### src/rtl/uart_tx_pkg.sv
`default_nettype none
// ============================================================================
// Module   : uart_tx_pkg
// Purpose  : Shared types and line-level constants for the UART transmitter.
//            Holds the serializer state encoding and the idle/start/stop
//            levels driven onto the TX pin.
// Ports    : none (package)
// Revision : 1.0 - initial release
// ============================================================================
package uart_tx_pkg;

    // Serializer states. PARITY is only reachable when UART_TX_PARITY_EN
    // is defined; the encoding is kept fixed so both builds share it.
    typedef enum logic [2:0] {
        IDLE   = 3'd0,
        START  = 3'd1,
        DATA   = 3'd2,
        PARITY = 3'd3,
        STOP   = 3'd4
    } state_t;

    // Line levels (mark = 1)
    localparam logic IDLE_LEVEL  = 1'b1;
    localparam logic START_LEVEL = 1'b0;
    localparam logic STOP_LEVEL  = 1'b1;

    // Width of a counter that must hold the values 0..n inclusive.
    function automatic int count_width(input int n);
        return (n < 1) ? 1 : $clog2(n + 1);
    endfunction

endpackage : uart_tx_pkg
`default_nettype wire

### src/rtl/uart_tx_core_if.sv
`default_nettype none
// ============================================================================
// Module   : uart_tx_core_if
// Purpose  : Producer-side bundle of the UART transmitter: the start strobe
//            and parallel byte going in, the serial line and ready flag
//            coming out.
// Ports    : start - request to send (producer -> core)
//            data  - DATA_BITS payload (producer -> core)
//            q     - serial output, idle = 1 (core -> pin/producer)
//            ready - core idle, next start accepted (core -> producer)
// Modports : master (producer), slave (core)
// Revision : 1.0 - initial release
// ============================================================================
interface uart_tx_core_if #(
    parameter int DATA_BITS = 8
);
    logic                 start;
    logic [DATA_BITS-1:0] data;
    logic                 q;
    logic                 ready;

    modport master (
        output start,
        output data,
        input  q,
        input  ready
    );

    modport slave (
        input  start,
        input  data,
        output q,
        output ready
    );
endinterface : uart_tx_core_if
`default_nettype wire

### src/rtl/uart_baud_tick.sv
`default_nettype none
// ============================================================================
// Module   : uart_baud_tick
// Purpose  : Bit-period timer. Counts 0..CLKS_PER_BIT-1 while enabled and
//            raises bit_done during the last cycle of every bit period.
//            A synchronous clear realigns the count to the frame start.
// Ports    : clk      - clock
//            rst      - synchronous active-high reset
//            clr      - synchronous clear of the count
//            en       - count enable (a frame is in flight)
//            bit_done - 1 in the final cycle of the current bit period
// Revision : 1.0 - initial release
// ============================================================================
module uart_baud_tick #(
    parameter int CLKS_PER_BIT = 1
) (
    input  wire logic clk,
    input  wire logic rst,
    input  wire logic clr,
    input  wire logic en,
    output logic      bit_done
);

    generate
        if (CLKS_PER_BIT <= 1) begin : g_single
            // Every enabled cycle is the last cycle of its bit: no counter.
            logic w_unused_inputs;
            assign w_unused_inputs = &{1'b0, clk, rst, clr};
            assign bit_done        = en;
        end else begin : g_count
            localparam int CW = $clog2(CLKS_PER_BIT);
            localparam logic [CW-1:0] c_last = CW'(CLKS_PER_BIT - 1);

            logic [CW-1:0] r_cnt;

            always_ff @(posedge clk) begin
                if (rst || clr) begin
                    r_cnt <= '0;
                end else if (en) begin
                    r_cnt <= (r_cnt == c_last) ? '0 : r_cnt + CW'(1);
                end
            end

            assign bit_done = en && (r_cnt == c_last);
        end
    endgenerate

endmodule : uart_baud_tick
`default_nettype wire

### src/rtl/uart_tx_core.sv
`default_nettype none
// ============================================================================
// Module   : uart_tx_core
// Purpose  : UART transmit serializer. Accepts a parallel word on a start
//            strobe while ready and shifts it out LSB first as an
//            asynchronous frame: start bit, DATA_BITS data bits, optional
//            even parity bit, one stop bit. q and ready are registered.
// Ports    : clk - clock, all logic on posedge
//            rst - synchronous active-high reset (aborts a frame in flight)
//            bus - uart_tx_core_if.slave (start, data in; q, ready out)
// Config   : UART_TX_PARITY_EN - when defined, an even-parity bit is sent
//            between the last data bit and the stop bit.
// Revision : 1.0 - initial release
// ============================================================================
module uart_tx_core
    import uart_tx_pkg::*;
#(
    parameter int CLKS_PER_BIT = 1,
    parameter int DATA_BITS    = 8
) (
    input  wire logic       clk,
    input  wire logic       rst,
    uart_tx_core_if.slave   bus
);

    localparam int BCW = count_width(DATA_BITS);
    localparam logic [BCW-1:0] c_last_bit = BCW'(DATA_BITS);

    state_t               r_state;
    state_t               w_state_next;
    logic [DATA_BITS-1:0] r_shift;
    logic [DATA_BITS-1:0] w_shift_next;
    logic [BCW-1:0]       r_bit_cnt;     // data bits already placed on q
    logic [BCW-1:0]       w_bit_cnt_next;
    logic                 r_q;
    logic                 w_q_next;
    logic                 r_ready;
    logic                 w_ready_next;
    logic                 w_accept;
    logic                 w_bit_done;
`ifdef UART_TX_PARITY_EN
    logic                 r_parity;
    logic                 w_parity_next;
`endif

    assign w_accept = (r_state == IDLE) && bus.start;

    uart_baud_tick #(
        .CLKS_PER_BIT (CLKS_PER_BIT)
    ) u_baud_tick (
        .clk      (clk),
        .rst      (rst),
        .clr      (w_accept),
        .en       (r_state != IDLE),
        .bit_done (w_bit_done)
    );

    // Next-state and next-output logic. q and ready are computed for the
    // state being entered, so the registered outputs change on the same
    // edge as the state register.
    always_comb begin
        w_state_next   = r_state;
        w_shift_next   = r_shift;
        w_bit_cnt_next = r_bit_cnt;
        w_q_next       = r_q;
        w_ready_next   = r_ready;
`ifdef UART_TX_PARITY_EN
        w_parity_next  = r_parity;
`endif

        case (r_state)
            IDLE: begin
                w_q_next     = IDLE_LEVEL;
                w_ready_next = 1'b1;
                if (bus.start) begin
                    w_state_next   = START;
                    w_shift_next   = bus.data;
                    w_bit_cnt_next = '0;
                    w_q_next       = START_LEVEL;
                    w_ready_next   = 1'b0;
`ifdef UART_TX_PARITY_EN
                    w_parity_next  = ^bus.data;
`endif
                end
            end

            START: begin
                if (w_bit_done) begin
                    // First data bit goes out; the register pre-shifts so
                    // that shift[0] always holds the next bit to send.
                    w_state_next   = DATA;
                    w_q_next       = r_shift[0];
                    w_shift_next   = r_shift >> 1;
                    w_bit_cnt_next = BCW'(1);
                end
            end

            DATA: begin
                if (w_bit_done) begin
                    if (r_bit_cnt == c_last_bit) begin
`ifdef UART_TX_PARITY_EN
                        w_state_next = PARITY;
                        w_q_next     = r_parity;
`else
                        w_state_next = STOP;
                        w_q_next     = STOP_LEVEL;
`endif
                    end else begin
                        w_q_next       = r_shift[0];
                        w_shift_next   = r_shift >> 1;
                        w_bit_cnt_next = r_bit_cnt + BCW'(1);
                    end
                end
            end

`ifdef UART_TX_PARITY_EN
            PARITY: begin
                if (w_bit_done) begin
                    w_state_next = STOP;
                    w_q_next     = STOP_LEVEL;
                end
            end
`endif

            STOP: begin
                if (w_bit_done) begin
                    w_state_next = IDLE;
                    w_q_next     = IDLE_LEVEL;
                    w_ready_next = 1'b1;
                end
            end

            default: begin
                w_state_next = IDLE;
                w_q_next     = IDLE_LEVEL;
                w_ready_next = 1'b1;
            end
        endcase
    end

    always_ff @(posedge clk) begin
        if (rst) begin
            r_state   <= IDLE;
            r_shift   <= '0;
            r_bit_cnt <= '0;
            r_q       <= IDLE_LEVEL;
            r_ready   <= 1'b1;
`ifdef UART_TX_PARITY_EN
            r_parity  <= 1'b0;
`endif
        end else begin
            r_state   <= w_state_next;
            r_shift   <= w_shift_next;
            r_bit_cnt <= w_bit_cnt_next;
            r_q       <= w_q_next;
            r_ready   <= w_ready_next;
`ifdef UART_TX_PARITY_EN
            r_parity  <= w_parity_next;
`endif
        end
    end

    assign bus.q     = r_q;
    assign bus.ready = r_ready;

endmodule : uart_tx_core
`default_nettype wire

### src/flat_wrapper.sv
// flat-port wrapper written by rule: the top's interface ports become plain ports
module uart_tx_core_flat import uart_tx_pkg::*;
#(
    parameter int CLKS_PER_BIT = 1,
    parameter int DATA_BITS    = 8
)
  (clk, rst, bus_start, bus_data, bus_q, bus_ready);
  uart_tx_core_if #(.DATA_BITS(DATA_BITS)) bus_i ();
  input  wire logic clk;
  input  wire logic rst;
  input wire logic [$bits(bus_i.start)-1:0] bus_start;
  input wire logic [$bits(bus_i.data)-1:0] bus_data;
  output wire logic [$bits(bus_i.q)-1:0] bus_q;
  output wire logic [$bits(bus_i.ready)-1:0] bus_ready;
  assign bus_i.start = bus_start;
  assign bus_i.data = bus_data;
  assign bus_q = bus_i.q;
  assign bus_ready = bus_i.ready;
  uart_tx_core #(.CLKS_PER_BIT(CLKS_PER_BIT), .DATA_BITS(DATA_BITS)) u_core (.clk(clk), .rst(rst), .bus(bus_i));
endmodule
### config.mk
export PLATFORM = sky130hd
export DESIGN_NAME = uart_tx_core_flat
export DESIGN_NICKNAME = d
export VERILOG_FILES = /design/src/rtl/uart_tx_pkg.sv /design/src/rtl/uart_tx_core_if.sv /design/src/rtl/uart_baud_tick.sv /design/src/rtl/uart_tx_core.sv /design/src/flat_wrapper.sv
export SDC_FILE = /design/constraint.sdc
export NUM_CORES = 1
export LEC_CHECK = 0
export ABC_AREA = 1
export CELL_PAD_IN_SITES_DETAIL_PLACEMENT = 1
export CELL_PAD_IN_SITES_GLOBAL_PLACEMENT = 1
export CORE_MARGIN = 2
export CORE_UTILIZATION = 37
export DETAILED_ROUTE_END_ITERATION = 6
export GPL_ROUTABILITY_DRIVEN = 0
export PLACE_DENSITY_LB_ADDON = 0.2
export SLEW_MARGIN = 20
export SYNTH_ARGS = -nofsm -noshare
export SYNTH_HDL_FRONTEND = slang
export SYNTH_SLANG_ARGS = --single-unit
### constraint.sdc
create_clock -name clk -period 1.7 [get_ports clk]
set_clock_uncertainty 0.2 [all_clocks]
set_input_delay 0.17 -clock clk [delete_from_list [all_inputs] [get_ports clk]]
set_output_delay 0.17 -clock clk [all_outputs]
set_load 0.02 [all_outputs]
==> results, run 1 <==
- At the end of the flow, the number of nets in the layout was 171.
- During synthesis, Yosys emitted a total of 0 warnings.
- The count of boundary I/O pins is 13.
- STA classifies the critical path endpoint as an output pin.
- Once the clock tree was built, the setup fixing pass inserted 0 buffers.
- The fraction of synthesized cell area taken by the top area cell type is 36.9%.
- The type of the setup path with the least slack is reg2out.
- The die covers 2910 sq um.
- The floorplan has 18 rows.
- Setup repair after global routing left no endpoint under its margin.
- The cell type with the highest aggregate area in the netlist is sky130_fd_sc_hd__dfxtp_1.
- The horizontal die dimension is between 50 and 60 microns.
- For this run, the slowest stage of the critical path takes 0.60 ns.
- The capture endpoint of the worst hold path is u_core.r_shift[7].
- The peak supply drop is roughly 0.42 mV.
- In this run the worst setup path begins at u_core.bus.ready.
- The critical register-to-register path endpoint is u_core.r_shift[0].
- In this run the most critical hold path is launched from bus_data[7].
- In this run the register-to-register setup slack is 0.15 ns.
- The final critical-path setup slack is 0.0997 ns.
- The number of pins with negative max-slew slack in the final report was 0.
- The average instance in the mapped netlist occupies between 6 and 7 sq um.
- The most frequent standard cell in the layout excluding fill and tap cells is sky130_fd_sc_hd__nand2_1.
- Measured on the finished design, the core utilization comes to ~47%.
- The share of post-route cells with drive strength above 1 is 15.3%.
- Walking the worst path, the cells encountered are clkdlybuf4s50_1.
- The maximum count of clock buffers along a single path is 2.
- The detail route stage leaves a number of antenna-violating nets equal to 0.
- The area used by sequential logic in the layout is 342 sq um.
- Summing all non-filler instances in the final layout gives an area of between 1000 and 1500 sq um.
- Once the floorplan was initialized, standard cells occupied 38.3% of the core.
- The final route contains 893 vias.
- Prior to clock tree synthesis, the placed netlist has a worst setup slack of roughly 0.064 ns.
- The final count of negative-setup-slack endpoints is 0.
- The antenna diode count is 0.
- The number of library cell types mapped by synthesis is 22.
- The later pin in the worst-skew pair is clocked with a latency of 0.29 ns.
- In this run, post-CTS repair resized a total of 0 instances.
- Wires add up to 2170 microns.
- After clock tree synthesis, the clock-pin slew on the worst setup and hold paths is 0.11 ns.
- The count of filler cells inserted in the layout is roughly 320.
- Max-cap violations in this run came to 0.
- The number of global-route vias before repair came to 830.
- After detailed routing, the average wire length per cell comes to 11.6 microns.
- The total of flip-flops plus latches after synthesis is 17.
- The worst-margin pin slew is 0.267 ns.
- In the synthesized netlist, the number of instances is around 140.
- The synthesized net count is about 150.
- The area added between synthesis and finish is 21.7%.
- Leaving out fill and tap cells, the most frequent cells in the layout are sky130_fd_sc_hd__nand2_1 (44), sky130_fd_sc_hd__nor2_1 (21), sky130_fd_sc_hd__inv_1 (16), sky130_fd_sc_hd__dfxtp_1 (16), sky130_fd_sc_hd__clkdlybuf4s50_1 (12).
- The number of stages on the worst hold path is 3.
- In the post-synthesis netlist, the biggest area contributors are sky130_fd_sc_hd__dfxtp_1 (37%), sky130_fd_sc_hd__nand2_1 (18%), sky130_fd_sc_hd__nor2_1 (8.5%).
- The first global-routing pass estimated approximately 3600 microns of wire.
- The sum of negative setup slack is 0 ns.
- The number of buffers and inverters on the critical path is 1.
- Buffers inserted during clock tree synthesis total 3.
- The number of H-tree levels is 1.
- Entering global routing, the biggest net connects 16 pins.
- The critical path startpoint category is a register.
- The endpoint required time on the critical path is around 1.3 ns.
- The core area is 2410 sq um.
- The maximum operating frequency is 0.625 GHz.
- The final routed DRC violation total is 0.
- The number of hold buffers added after cts is 0.
- Buffers placed on the I/O ports in this run total 12.
- The classification of the worst-slack hold path is in2reg.
- The post-synth design cell area is 922 sq um.
- For the worst flop-to-flop path, the logic depth is 10.
- Data arrives at the worst endpoint at about 1.2 ns.
- The dominant delay contributor by cell family on the critical path is buffers and inverters.
- The residual overflow from global routing is 0.
- The first TritonRoute pass finished after 4 iterations.
- For the finished layout, the period the worst path requires is 1.60 ns.
- The worst pin sits at a relative slew slack of 82.2%.
- The CTS tree is done.
- The final-report hold violation count is 0.
- The slowest library cell on the worst path is sky130_fd_sc_hd__clkdlybuf4s50_1.
- The first routing iteration left 7 violations.
- The areal power density over the cells is 795 nW/um^2.
- The source of the worst register-to-register timing path is u_core.r_bit_cnt[1].
- The run finished with clean final reports.
- The ratio of routed vias to standard cells is 4.78.
- The cell sitting at the root of the clock tree is a sky130_fd_sc_hd__clkbuf_4.
- Of all nets on the critical path, the largest fanout is 2.
- The die is 53.9 microns tall.
- The number of antenna violations at the first check in global routing came to 0.
- The standby leakage power is ~0.52 nW.
- The placement-stage cell area is 1090 sq um.
- Summed over all nets, the half-perimeter wirelength after detailed placement is 1700 microns.
- The total clock sinks is 17.
- After synthesis, flip-flops and latches occupy between 30% and 40% of the total area.
- Summing all multi-input logic gate instances after layout gives 482 sq um.
- The global router's overall resource usage is 17.2%.
- After layout, the worst path uses between 90% and 100% of the clock period.
registers in the layout (all words and copies together) (netlist names):
register and flops:
u_core.bus.ready 1, u_core.bus.q 1, u_core.r_state 3, u_core.r_bit_cnt 4, u_core.r_shift 8
cells by family (layout without fill, tap and decap cells):
kind of cell               after synthesis  after routing  synth area share, %
xor gates and xnor gates                 1              1                0.950
DFF                                     17             17                 36.9
and+or+nand+nor                         85             85                 40.8
buffers and inverters                   21             39                 10.9
adders and majority gates                2              2                 2.71
AOI/OAI and AO/OA                       13             13                 7.73
cell usage after synthesis:
cell type                  number
sky130_fd_sc_hd__a21oi_1        6
sky130_fd_sc_hd__a21oi_2        1
sky130_fd_sc_hd__buf_2          1
sky130_fd_sc_hd__buf_6          2
sky130_fd_sc_hd__dfxtp_1       17
sky130_fd_sc_hd__ha_1           2
sky130_fd_sc_hd__inv_1         16
sky130_fd_sc_hd__inv_2          1
sky130_fd_sc_hd__inv_6          1
sky130_fd_sc_hd__nand2_1       44
sky130_fd_sc_hd__nand2_2        4
sky130_fd_sc_hd__nand2_4        1
sky130_fd_sc_hd__nand3_1        8
sky130_fd_sc_hd__nand3_2        2
sky130_fd_sc_hd__nand4_1        1
sky130_fd_sc_hd__nor2_1        21
sky130_fd_sc_hd__nor2_2         3
sky130_fd_sc_hd__nor2_4         1
sky130_fd_sc_hd__o21ai_0        2
sky130_fd_sc_hd__o21ai_1        3
sky130_fd_sc_hd__o21bai_1       1
sky130_fd_sc_hd__xnor2_1        1
through the flow:
step / instances / hold WS [ns] / power (W)
after floorplan: 139 / 0.0324 / 0.000603
after global placement: 183 / 0.263 / 0.000666
after detailed placement: 183 / 0.277 / 0.000679
after CTS: 187 / 0.251 / 0.000898
after global routing: 187 / 0.266 / 0.000946
final: 187 / 0.243 / 0.000892
layer usage:
metal,GRT usage [%],up-vias,wire (microns)
met2,29.1,8,1060
met4,3.85,0,12
met1,22.8,422,1050
met5,0,-,0
met3,2.78,2,50
li1,-,461,-
power breakdown:
group / switching (W) / leakage [nW] / internal [W]
Sequential: 0.0000199 / 0.141 / 0.000431
Combinational: 0.000125 / 0.359 / 0.0000931
Clock: 0.000136 / 0.0177 / 0.0000872
worst max-delay path by stage:
stage                                      to  slack, ns  cells after the start
after floorplan           u_core.r_bit_cnt[1]       0.22                      9
after global placement      u_core.r_shift[1]       0.13                      7
after detailed placement    u_core.r_shift[6]       0.06                      8
after CTS                   u_core.r_shift[0]       0.06                     10
after global routing        u_core.r_shift[1]       0.01                     10
final                               bus_ready        0.1                      1
area by class of cell:
type	count	share of cell area, %
well taps	30	3.34
clock buffers	3	2.01
repair buffers	17	14.4
multi-input cells	101	42.9
clock inverters	1	0.446
flip-flops and latches	17	30.4
inverters	18	6.47
(Power assumes the default switching activity.)
==> run 2, diff against run 1 <==
Settings changed: CELL_PAD_IN_SITES_DETAIL_PLACEMENT 1 to default, CELL_PAD_IN_SITES_GLOBAL_PLACEMENT 1 to default, CORE_UTILIZATION 37 to 50, CTS_BUF_LIST from default to sky130_fd_sc_hd__clkbuf_8 sky130_fd_sc_hd__clkbuf_16, PLACE_DENSITY from default to 0.81, PLACE_DENSITY_LB_ADDON 0.2 to default.
==> run 2 against run 1 <==
Design area rose by 1.2%; register-to-register slack barely moved; total power rose by 8.2%; clock power rose by 35%; via count fell by 4.1%; wire length fell by 18%; global-route usage rose by 0.61 points; highest routed layer unchanged; sequential power barely moved.
==> results, run 2 (synthesized netlist as in run 1, its figures left out) <==
- The die area is 2200 sq um.
- Detailed placement ended at an HPWL of between 1000 and 1500 microns.
- Setup repair after global routing left no endpoint under its margin.
- Timing would allow up to approximately 0.64 GHz.
- In this run the worst path has a maximum fanout of 21.
- The register bank with the most flops is u_core.r_shift.
- The share of post-route cells with drive strength above 1 is between 10 and 15%.
- The initial core utilization is 53.4%.
- The sum of negative setup slack is 0 ns.
- The vertical die dimension is 46.9 microns.
- The number of global-route vias before repair is between 700 and 800.
- The first TritonRoute pass finished after 4 iterations.
- The type of the setup path with the least slack is reg2reg.
- The number of antenna violations at the first check in global routing is 0.
- The antenna diode count is 0.
- The total clock sinks is 17.
- Buffers inserted during clock tree synthesis total 3.
- The max-capacitance violation count is 0.
- The later pin in the worst-skew pair is clocked with a latency of 0.25 ns.
- At the pin with the least slew margin, the transition time is ~0.22 ns.
- The pre-CTS setup slack is 0.0862 ns.
- The horizontal die dimension is 46.9 microns.
- The areal power density over the cells is roughly 850 nW/um^2.
- The element type at the critical path end is a register.
- The count of filler cells inserted in the layout is 160.
- The finished layout holds 181 standard cells, fillers aside.
- The residual overflow from global routing is 0.
- The arrival time of the worst setup path is 1.50 ns.
- The run finished with clean final reports.
- The number of cells on the worst reg-to-reg path is 10.
- The final period demand of the worst path is 1.56 ns.
- IR analysis of the VDD net gives a maximum drop of about 0.53 mV.
- The area added between synthesis and finish is 23.2%.
- The post-route fraction of the period consumed by the critical path is about nine tenths.
- The most frequent standard cell in the layout excluding fill and tap cells is sky130_fd_sc_hd__nand2_1.
- The critical path startpoint category is a register.
- In the final design database the tool counted 170 nets.
- In this run the tool buffered the top-level ports with 12 buffer cells.
- The total via count in the routed design is around 860.
- The global-route wire length before repair is roughly 2800 microns.
- After detailed routing, the number of vias per cell comes to 4.73.
- The number of H-tree levels is 1.
- The number of pins with negative max-slew slack in the final report came to 0.
- The register with the most flip-flops in the layout has 8 of them.
- The post-placement cell count is 177.
- The cell area after layout is 1140 sq um.
- The cell chosen for the clock root is sky130_fd_sc_hd__clkbuf_8.
- The number of stages on the worst hold path is 2.
- TritonCTS built the clock tree.
- The final count of negative-setup-slack endpoints is 0.
- The count of nets left with antenna violations once routing finished came out at 0.
- Leaving out fill and tap cells, the most frequent cells in the layout are sky130_fd_sc_hd__nand2_1 (44), sky130_fd_sc_hd__nor2_1 (21), sky130_fd_sc_hd__inv_1 (16), sky130_fd_sc_hd__dfxtp_1 (16), sky130_fd_sc_hd__clkdlybuf4s50_1 (12).
- The placement-stage cell area is about 1100 sq um.
- The final-report hold violation count is 0.
- The core region is 1730 sq um.
- The classification of the worst-slack hold path is reg2reg.
- The count of boundary I/O pins is 13.
- The initial detailed-routing violation count is 17.
- For this run, the total global-route usage over all layers was measured as 17.8%.
- The worst path meets setup with 0.144 ns of slack.
- Headroom to the max-slew limit came out at 85.1%.
- The maximum count of clock buffers along a single path is 2.
- At the worst endpoint, the required time is 1.65 ns.
- After clock tree synthesis, the clock-pin slew on the worst setup and hold paths is 0.07 ns.
- The final routed DRC violation total is 0.
- After floorplanning, the core was divided into 15 placement rows.
- In this run the static leakage power is 0.523 nW.
- Summed over all layers, the routed wires come to 1780 microns.
- The maximum number of pins on one net before global-route repair is 22.
- The largest registers in the layout are u_core.r_shift: 8 flops, u_core.r_bit_cnt: 4 flops, u_core.r_state: 3 flops.
- Dividing the detail-routed wire length by the instance count gives 9.82 microns.
==> run 2: cell type report <==
type,instances,area (sq um),area share (%)
multi-input combinational,101,482,42.4
clock buffer,3,41.3,3.63
clock inverter,1,5.00,0.441
tap,25,31.3,2.75
sequential,17,342,30.1
inverter,18,72.6,6.39
timing repair buffer,16,163,14.3
==> run 2: final timing paths <==
path | startpoint | to | slack (ns)
max | u_core.r_bit_cnt[1] | u_core.r_bit_cnt[1] | 0.14
min | u_core.r_shift[0] | u_core.bus.q | 0.28
max reg2reg | u_core.r_bit_cnt[1] | u_core.r_bit_cnt[1] | 0.14
min reg2reg | u_core.r_shift[0] | u_core.bus.q | 0.28
==> run 2: power breakdown <==
part           leakage, nW  total, W  internal [W]  switching [W]
logic                0.357  0.000214     0.0000949       0.000119
clock network       0.0255  0.000302      0.000163       0.000139
registers            0.141  0.000450      0.000431      0.0000186
==> run 2: routing by layer <==
layer / part of all wire, % / GRT usage [%] / vias to the layer above
met3: 3.0 / 3.46 / 4
met1: 47 / 20.2 / 376
met4: 1.3 / 8.33 / 0
met5: 0 / 0 / -
li1: - / - / 462
met2: 48 / 31.8 / 14
==> run 2: critical path, cell delays in order (launching register included) <==
cell and delay [ns]:
sky130_fd_sc_hd__dfxtp_2 0.34, sky130_fd_sc_hd__inv_1 0.07, sky130_fd_sc_hd__ha_1 0.17, sky130_fd_sc_hd__nand2_1 0.07, sky130_fd_sc_hd__nor2_1 0.12, sky130_fd_sc_hd__nand2_2 0.07, sky130_fd_sc_hd__nand3_2 0.08, sky130_fd_sc_hd__buf_12 0.15
sky130_fd_sc_hd__nand2_1 0.05, sky130_fd_sc_hd__o21ai_1 0.07, sky130_fd_sc_hd__nor2_1 0.05
==> run 2: timing repair <==
item | in CTS | in global routing
hold buffers | 0 | 0
resized for setup | 0 | 4
buffers inserted | 0 | 0
endpoints found under the setup margin | 0 | 13
==> run 2: per-stage QoR <==
step | power [W] | utilization [%] | hold slack, ns
after floorplan | 0.000603 | - | 0.0324
after global placement | 0.000658 | 62.3 | 0.267
after detailed placement | 0.000664 | 62.3 | 0.267
after CTS | 0.000969 | 65.0 | 0.277
after global routing | 0.00102 | 65.8 | 0.311
final | 0.000966 | 65.8 | 0.281
==> run 3, diff against run 2 <==
Settings changed: CORE_UTILIZATION 50 to 52, PLACE_DENSITY 0.81 to 0.84, REMOVE_ABC_BUFFERS from default to 1.
==> run 3 against run 2 <==
Maximum frequency shrank 2.9%; setup slack got worse by 0.046 ns; sequential share of layout area grew 0.19 points; die area is 3.5% lower; via count grew 2.8%; count of clock-buffer cells in the layout unchanged; design area fell by 0.99%; first-iteration DRC count shrank 41%; clock power barely moved; flip-flop and latch count did not move; non-clock buffer count unchanged; total power rose by 0.21%; largest cell class unchanged; highest routed layer unchanged.
==> results, run 3 (synthesized netlist as in run 1, its figures left out) <==
- The total stage count of the critical path is 9.
- The area added between synthesis and finish is 22.0%.
- The total via count in the routed design is a little under 900.
- At the later pin of the worst-skew pair, clock insertion delay measures 0.25 ns.
- The classification of the worst-slack hold path is reg2reg.
- In this run the tightest slew margin relative to its limit is 85.3%.
- The die area is 2130 sq um.
- The element type at the critical path end is a register.
- The CTS tree is done.
- The clock slew seen by the registers of the worst setup and hold paths is about 0.07 ns.
- The flip-flop count of the largest register, all copies and words added is 8.
- The critical register-to-register path endpoint is u_core.r_bit_cnt[1].
- The startpoint identified for the worst register-to-register timing path is u_core.r_bit_cnt[1].
- The cell seen most often among critical-path stages is sky130_fd_sc_hd__nor2_1.
- The number of pins with negative max-slew slack in the final report was 0.
- The ratio of routed vias to standard cells is 5.09.
- The arrival time of the worst setup path is 1.55 ns.
- Counting flops per register, the top entry is u_core.r_shift.
- Setup violations remaining at the end of the flow were counted as 0.
- On the critical path the largest part of the delay comes from flip-flops.
- The initial core utilization is 54.6%.
- The portion of total power attributed to sequential cells is 46.4%.
- The setup slack of the most critical reg-to-reg path is between 0.09 and 0.1 ns.
- Summing all placed instances gives a cell area of 1080 sq um.
- The worst hold path begins at u_core.r_shift[0].
- The global router's overall resource usage is between 10% and 20%.
- In this run the remaining antenna-violating nets after routing total 0.
- The floorplan step set the die width to 46.1 microns.
- The tool flagged a number of max-cap violations equal to 0.
- The sum of net half-perimeters after detailed placement is 1350 microns.
- The maximum operating frequency is 0.624 GHz.
- The count of nets after finishing is 170.
- The cell area after layout is ~1100 sq um.
- The floorplan has 15 rows.
- The mean routed wirelength per cell is approximately 11 microns.
- The clock passes through at most 2 buffers.
- The wire length reported by the detailed router is roughly 1800 microns.
- The final-layout worst hold slack is a little under 0.3 ns.
- The flow ran to the end, and the final reports show no timing, DRC or antenna violations.
- OpenSTA, run right after detailed placement, puts the worst setup slack at between 0.1 and 0.15 ns.
- In the layout the commonest cells are sky130_fd_sc_hd__nand2_1 (44), sky130_fd_sc_hd__nor2_1 (21), sky130_fd_sc_hd__dfxtp_1 (17), sky130_fd_sc_hd__inv_1 (16), sky130_fd_sc_hd__clkdlybuf4s50_1 (12).
- The global-route wire length before repair is 2960 microns.
- The count of filler cells inserted in the layout is 155.
- The post-route fraction of the period consumed by the critical path is 94.2%.
- For this design, the slowest cell found on the critical path is sky130_fd_sc_hd__dfxtp_1.
- The depth of the most critical reg-to-reg path is 9.
- The critical path goes through inv_1, ha_1, nand2_1, nor2_1, nand2_2, nand3_2, buf_12, o21ai_1, nor2_1.
- The worst-margin pin slew is 0.220 ns.
- In this run, the combinational gates consume 22.2% of the power.
- The sum of negative setup slack is 0 ns.
- The tree is rooted in a sky130_fd_sc_hd__clkbuf_8.
- The vertical die dimension is about 46 microns.
- The number of setup buffers added after CTS is 0.
- The critical path endpoint is u_core.r_bit_cnt[1].
- In this run the power spent charging and discharging nets is 0.000279 W.
- STA classifies the critical path startpoint as a register.
- CTS built an H-tree with a depth of 1.
- The type of the setup path with the least slack is reg2reg.
- Setup repair after global routing left no endpoint under its margin.
- The clock network burns between 30% and 40% of the power.
- The total clock sinks is 17.
- Cells fill around 67% of the core in the end.
- The largest registers in the layout are u_core.r_shift: 8 flops, u_core.r_bit_cnt: 4 flops, u_core.r_state: 3 flops.
- The final-report hold violation count came to 0.
- The smallest clock period supported by the final layout is computed as 1.60 ns.
- The residual overflow from global routing is 0.
- The count of boundary I/O pins is 13.
- The final critical-path setup slack is 0.0979 ns.
- The number of buffers inserted during clock tree synthesis is 3.
- The maximum number of pins on one net before global-route repair is 22.
- Tracing the worst setup path back leads to its startpoint at u_core.r_bit_cnt[1].
- In this run the tool buffered the top-level ports with 12 buffer cells.
- In this run, the number of DRC markers left after iteration 0 of detailed routing was 10.
- The peak supply drop is 0.478 mV.
- For this run, design rule violations remaining after detail routing come to 0.
- The post-cts repair resize count is 0.
- The share of post-route cells with drive strength above 1 is roughly 14%.
- The maximum net fanout on the critical path is 21.
- The delay of the slowest cell on the worst path is roughly 0.38 ns.
- Dividing total power by cell area gives a power density of 860 nW/um^2.
- The number of antenna diodes in the final layout is 0.
- The number of antenna violations at the first check in global routing is 0.
- STA puts the critical path data required time at 1.64 ns.
- In this run the static leakage power is 0.522 nW.
- The switching part of the total power is 28.8%.
- The number of hold buffers added after cts is 0.
- Leaving out fill and tap cells, the most frequent cell in the layout is sky130_fd_sc_hd__nand2_1.
- Internal power comes to 0.000689 W.
- The number of iterations in the first detailed-routing pass is 4.
- The number of global-route vias before repair came to 737.
- The critical path contains buffers and inverters numbering 2 combined.
- The region available for standard cell placement spans 1690 sq um.
-- run 3: power groups by stage --
| stage | Clock, W | Combinational (W) | Sequential [W] |
|---|---|---|---|
| after floorplan | 0 | 0.000128 | 0.000462 |
| after global placement | 0 | 0.000207 | 0.000457 |
| after detailed placement | 0 | 0.000215 | 0.000459 |
| after CTS | 0.000306 | 0.000217 | 0.000450 |
| after global routing | 0.000324 | 0.000243 | 0.000452 |
| final | 0.000303 | 0.000215 | 0.000449 |
-- run 3: metrics by stage --
step | total power, W | instances
after CTS | 0.000973 | 173
after detailed placement | 0.000674 | 169
after floorplan | 0.000590 | 136
final | 0.000968 | 173
after global routing | 0.00102 | 173
after global placement | 0.000665 | 169
-- run 3: final cells by class --
| type | count | area [sq um] | area share [%] |
|---|---|---|---|
| sequential | 17 | 340 | 30.3 |
| timing repair buffer | 16 | 163 | 14.5 |
| tap | 17 | 21.3 | 1.89 |
| clock buffer | 3 | 41.3 | 3.67 |
| inverter | 18 | 72.6 | 6.45 |
| clock inverter | 1 | 5.00 | 0.445 |
| multi-input combinational | 101 | 482 | 42.8 |
-- run 3: worst min path at each step --
stage / end / slack [ns] / cells past startpoint
after floorplan: u_core.r_bit_cnt[2] / 0.03 / 1
after global placement: u_core.r_shift[7] / 0.27 / 2
after detailed placement: u_core.r_shift[7] / 0.27 / 2
after CTS: u_core.bus.q / 0.29 / 2
after global routing: u_core.r_shift[7] / 0.29 / 3
final: u_core.bus.q / 0.29 / 2
-- run 3: worst register-to-register path: stages (launching register included) --
cell	delay (ns)
sky130_fd_sc_hd__dfxtp_1	0.38
sky130_fd_sc_hd__inv_1	0.08
sky130_fd_sc_hd__ha_1	0.21
sky130_fd_sc_hd__nand2_1	0.08
sky130_fd_sc_hd__nor2_1	0.05
sky130_fd_sc_hd__nand2_2	0.07
sky130_fd_sc_hd__nand3_2	0.08
sky130_fd_sc_hd__buf_12	0.17
sky130_fd_sc_hd__o21ai_1	0.13
sky130_fd_sc_hd__nor2_1	0.06
-- run 3: metal layers --
layer	routed length [microns]	track usage, %	up-vias
met2	949	32.8	12
met1	817	22.4	410
li1	-	-	456
met5	0	0	-
met3	63	3.92	2
met4	10	9.14	0
==> patch 1, RTL diff (config.mk and constraints of run 2) <==
The 5 states of `state_t` get a one-hot encoding in 5 bits.
--- a/src/rtl/uart_tx_pkg.sv
+++ b/src/rtl/uart_tx_pkg.sv
@@ -11,12 +11,12 @@
 
     // Serializer states. PARITY is only reachable when UART_TX_PARITY_EN
     // is defined; the encoding is kept fixed so both builds share it.
-    typedef enum logic [2:0] {
-        IDLE   = 3'd0,
-        START  = 3'd1,
-        DATA   = 3'd2,
-        PARITY = 3'd3,
-        STOP   = 3'd4
+    typedef enum logic [4:0] {
+        IDLE   = 5'b00001,
+        START  = 5'b00010,
+        DATA   = 5'b00100,
+        PARITY = 5'b01000,
+        STOP   = 5'b10000
     } state_t;
 
     // Line levels (mark = 1)
Formal check against the unedited RTL: no difference found for any inputs over 10 cycles, from zero or initial values and one cycle with rst high; not proved beyond that.
==> patch 1 against run 2 <==
Worst setup slack got worse by 0.083 ns; routed wire length increased by 20%; power up 17%; synthesized area rose by 2.7%; clock power up 16%; first-iteration DRC count up 88%; highest routed layer unchanged; synthesized cell count is 0.72% higher; critical endpoint is now u_core.r_shift[1]; count of clock-buffer cells in the layout up 1; core utilization up 3.4 points; cell area grew 6.3%; final cell count increased by 1.1%; sequential cell count up 1.
==> patch 1: results (changes against run 2) <==
* Outcome: complete, no violations (unchanged)
* WS Path Type: flop to flop (unchanged)
* Share of layout cells above drive strength 1 at 0.165 (was 0.147)
* Combinational power at 291 uW (was 214 uW)
* Most frequent cells after synthesis: 41 x nand2_1, 26 x nor2_1, 18 x dfxtp_1 (was 44 x nand2_1, 21 x nor2_1, 17 x dfxtp_1)
* Synth cell types at 20 (was 22)
* Top cells by area, synth: dfxtp_1 38%, nand2_1 16%, nor2_1 10% (was dfxtp_1 37%, nand2_1 18%, nor2_1 8.5%)
* Sequential fraction of design power at 0.432 (was 0.466)
* R2R setup slack at 0.06 ns (was 0.14 ns)
* Setup crit end: u_core.r_shift[1] (was u_core.r_bit_cnt[1])
* Peak supply drop at 0.813 mV (was 0.527 mV)
* Synthesis Warnings at 0 (unchanged)
* Hold Path Origin: u_core.bus.ready (was u_core.r_shift[0])
* Initial antenna violation count at 0 (unchanged)
* First-pass GRT wire length at 3320 um (was 2750 um)
* Int Power at 784 uW (was 689 uW)
* Ys async rst share at 0 (unchanged)
* Root Buffer: clkbuf_8 (unchanged)
* EDFF count, synth at 0 (unchanged)
* Biggest regs: u_core.r_shift (8), u_core.r_bit_cnt (4), u_core.r_state (4) (was u_core.r_shift (8), u_core.r_bit_cnt (4), u_core.r_state (3))
* Leakage power at 0.000562 uW (was 0.000523 uW)
* DRT iter0 DRCs at 32 (was 17)
* CTS Buffer Depth at 2 (unchanged)
* Fin. max-slew vios at 0 (unchanged)
* Family with the most delay on the worst path: simple AND/OR/NAND/NOR gates (unchanged)
* R2R depth at 9 (was 10)
* Hold path cells at 2 (unchanged)
* DP HPWL at 1490 um (was 1320 um)
* Pwr dens at 933 nW/um2 (was 850 nW/um2)
* Slew headroom at 0.794 (was 0.851)
* Post-synthesis net count at 153 (was 152)
* Largest net degree at the start of global routing at 20 (was 22)
* GRT Total Usage at 0.207 (was 0.178)
* Worst Hold Class: flop to flop (unchanged)
* FILL cells at 146 (was 160)
* Vias in the first global route at 832 (was 704)
* Cts bufs inserted at 3 (unchanged)
* Clk pin slew, worst setup/hold paths at 0.07 ns (about the same)
* R2R Path Start: u_core.r_bit_cnt[1] (unchanged)
* Post-DR vias/cell at 5.11 (was 4.73)
* Worst endpoint required time at 1.65 ns (about the same)
* Router iterations before antenna repair at 4 (unchanged)
* Crit-path max FO at 10 (was 21)
* Seq/Total Area, Yosys at 0.380 (was 0.369)
* Worst skew pair latency at 0.25 ns (about the same)
* I/O Buffers at 12 (unchanged)
* Worst path max stage delay at 0.34 ns (about the same)
* Total Wirelength at 2140 um (was 1780 um)
* Hold endpoint: u_core.bus.ready (was u_core.bus.q)
* CTS H-Tree Depth at 1 (unchanged)
* Worst path slowest cell: dfxtp_1 (was dfxtp_2)
* Final Net Count at 172 (was 170)
* # diodes at 0 (unchanged)
==> patch 1: cell count changes in the layout (fill, tap and decap cells not counted), sizes merged, moves of 2 or more <==
cell   before  now
nand3      10   13
a21oi       7    5
o21ai       5    8
nor2       25   29
nand2      49   43
inv        18   16
==> patch 1: per-stage QoR <==
step | cell area, um2 | hold slack, ns | setup WS [ns] | std cells
4_1_cts | 1160 | 0.283 | 0.0265 | 182
6_report | 1210 | 0.275 | 0.0609 | 183
5_1_grt | 1210 | 0.304 | -0.0556 | 183
2_1_floorplan | 947 | 0.0391 | 0.116 | 140
3_3_place_gp | 1100 | 0.254 | 0.0896 | 178
3_5_place_dp | 1100 | 0.268 | 0.0463 | 178
==> patch 1: timing repair <==
action / 4_1_cts / 5_1_grt
endpoints found under the setup margin: 0 / 12
resized for setup: 0 / 8
buffers inserted: 0 / 0
==> patch 1: metal layers <==
| layer | part of all wire | vias up | routed length [um] | global-route usage |
|---|---|---|---|---|
| met5 | 0 | - | 0 | 0 |
| met2 | 0.53 | 36 | 1130 | 0.357 |
| met3 | 0.051 | 8 | 109 | 0.0377 |
| li1 | - | 473 | - | - |
| met4 | 0.026 | 0 | 55 | 0.0833 |
| met1 | 0.40 | 418 | 848 | 0.254 |
==> patch 1: cell type report <==
class,count,share of cell area
multi-input cells,104,0.456
inverters,16,0.0497
repair buffers,16,0.124
clock buffers,4,0.0456
flip-flops and latches,18,0.298
well taps,25,0.0259
==> patch 1: logic make-up after synthesis <==
family | count (synthesis) | share of synthesized area
xor gates and xnor gates | 1 | 0.00925
AOI/OAI and AO/OA | 13 | 0.0925
adders and majority gates | 2 | 0.0264
DFF | 18 | 0.380
and+or+nand+nor | 87 | 0.400
buffers and inverters | 19 | 0.0911
==> patch 2, RTL diff (config.mk and constraints of run 2) <==
Without the edit above. Add a define of `UART_TX_PARITY_EN`.
--- a/src/rtl/uart_tx_core.sv
+++ b/src/rtl/uart_tx_core.sv
@@ -12,6 +12,8 @@
 //            between the last data bit and the stop bit.
 // Revision : 1.0 - initial release
 // ============================================================================
+`define UART_TX_PARITY_EN
+
 module uart_tx_core
     import uart_tx_pkg::*;
 #(
Formal check against the unedited RTL: same outputs for any inputs over 10 cycles, from zero or initial values and one cycle with rst high; that may be too few to reach the edited logic, so the function may still have changed.
==> patch 2 against run 2 <==
Synthesized area rose by 15%; critical endpoint is now u_core.r_shift[5]; power up 11%; sequential power up 9.1%; cell area is 15% higher; largest power group unchanged; worst setup slack got worse by 0.094 ns; sequential share of layout area shrank 2.0 points; routed wire length is 27% higher; sequential cell count grew 1.
==> patch 2: results (changes against run 2) <==
* Post-DR vias/cell at 5.18 (was 4.73)
* DP HPWL at 1690 um (was 1320 um)
* Largest net degree at the start of global routing at 14 (was 22)
* GR Util met2 at 0.360 (was 0.318)
* Most frequent cells after synthesis: 54 x nand2_1, 28 x nor2_1, 18 x dfxtp_1 (was 44 x nand2_1, 21 x nor2_1, 17 x dfxtp_1)
* Final clock-cell share at 0.0317 (was 0.0407)
* Clk pwr share at 0.274 (was 0.312)
* Switching Share at 0.307 (was 0.287)
* Peak supply drop at 0.497 mV (was 0.527 mV)
* Placed cells at 204 (was 177)
* Slew headroom at 0.776 (was 0.851)
* Met1 usage at 0.211 (was 0.202)
* Grt met3 use at 0.0364 (was 0.0346)
* DR WL met3 at 62 um (was 54 um)
* Inverter count at 18 (unchanged)
* Adder-Cell Fraction of Synth Area at 0.0236 (was 0.0271)
* Final Net Count at 197 (was 170)
* Top cells by area, synth: dfxtp_1 34%, nand2_1 19%, nor2_1 9.9% (was dfxtp_1 37%, nand2_1 18%, nor2_1 8.5%)
* Router iterations before antenna repair at 4 (unchanged)
* Met1 Routed Length at 992 um (was 838 um)
* Leakage power at 0.000617 uW (was 0.000523 uW)
* Outcome: complete, no violations (unchanged)
* Multi-input combinational area share at 0.477 (was 0.424)
* Post-synthesis net count at 177 (was 152)
* Via count at 1082 (was 856)
* Xor/xnor share of the synthesized area at 0.0165 (was 0.00950)
* Syn Inst Count at 164 (was 139)
* # diodes at 0 (unchanged)
* Worst skew pair latency at 0.25 ns (about the same)
* Synth Area in Compound Gates at 0.120 (was 0.0773)
* Placed instance area at 1220 um2 (was 1080 um2)
* Share of layout cells above drive strength 1 at 0.148 (was 0.147)
* GRT Total Usage at 0.196 (was 0.178)
* Seq Cell Count at 18 (was 17)
* Buffers, non-clock at 17 (was 16)
* Family with the most delay on the worst path: simple AND/OR/NAND/NOR gates (unchanged)
* Synth cell types at 23 (was 22)
* Met2 wire length at 1140 um (was 861 um)
* Crit-path max FO at 6 (was 21)
* Seq/total area at 0.281 (was 0.301)
* #MultiIn Comb at 126 (was 101)
* Die area at 2510 um2 (was 2200 um2)
* First-pass GRT wire length at 3800 um (was 2750 um)
* Seq power at 491 uW (was 450 uW)
* Vias in the first global route at 977 (was 704)
* Worst Hold Class: flop to flop (unchanged)
* Area taken by multi-input logic gates at 621 um2 (was 482 um2)
* Total Wirelength at 2250 um (was 1780 um)
* Tot Pwr at 1070 uW (was 966 uW)
* FILL cells at 175 (was 160)
* Seq/Total Area, Yosys at 0.339 (was 0.369)
* Buffering overhead at 0.127 (was 0.143)
* DRT iter0 DRCs at 7 (was 17)
* Post-place setup slack at 0.0332 ns (was 0.0862 ns)
* Crit path DAT at 1.60 ns (was 1.50 ns)
[patch 2: cell count changes after synthesis, moves of 2 or more]
| cell | delta |
|---|---|
| nand3_1 | -4 |
| o21ai_1 | -2 |
| nor2_1 | +7 |
| nand2_2 | -3 |
| nor2_2 | -3 |
| nand3_2 | -2 |
| nand2_1 | +10 |
| o21ai_0 | +13 |
| nand4_1 | +2 |
[patch 2: worst paths after layout]
| check | from | endpoint | slack [ns] | depth (start not counted) |
|---|---|---|---|---|
| setup reg to reg | u_core.r_bit_cnt[0] | u_core.r_shift[5] | 0.05 | 10 |
| hold / removal | u_core.r_shift[0] | u_core.bus.q | 0.27 | 2 |
| setup / recovery | u_core.r_bit_cnt[0] | u_core.r_shift[5] | 0.05 | 10 |
| hold reg to reg | u_core.r_shift[0] | u_core.bus.q | 0.27 | 2 |
[patch 2: repair_timing]
item	in CTS	in global routing
buffers inserted	0	0
hold buffers	0	0
endpoints found under the setup margin	0	12
gates resized for setup	0	16
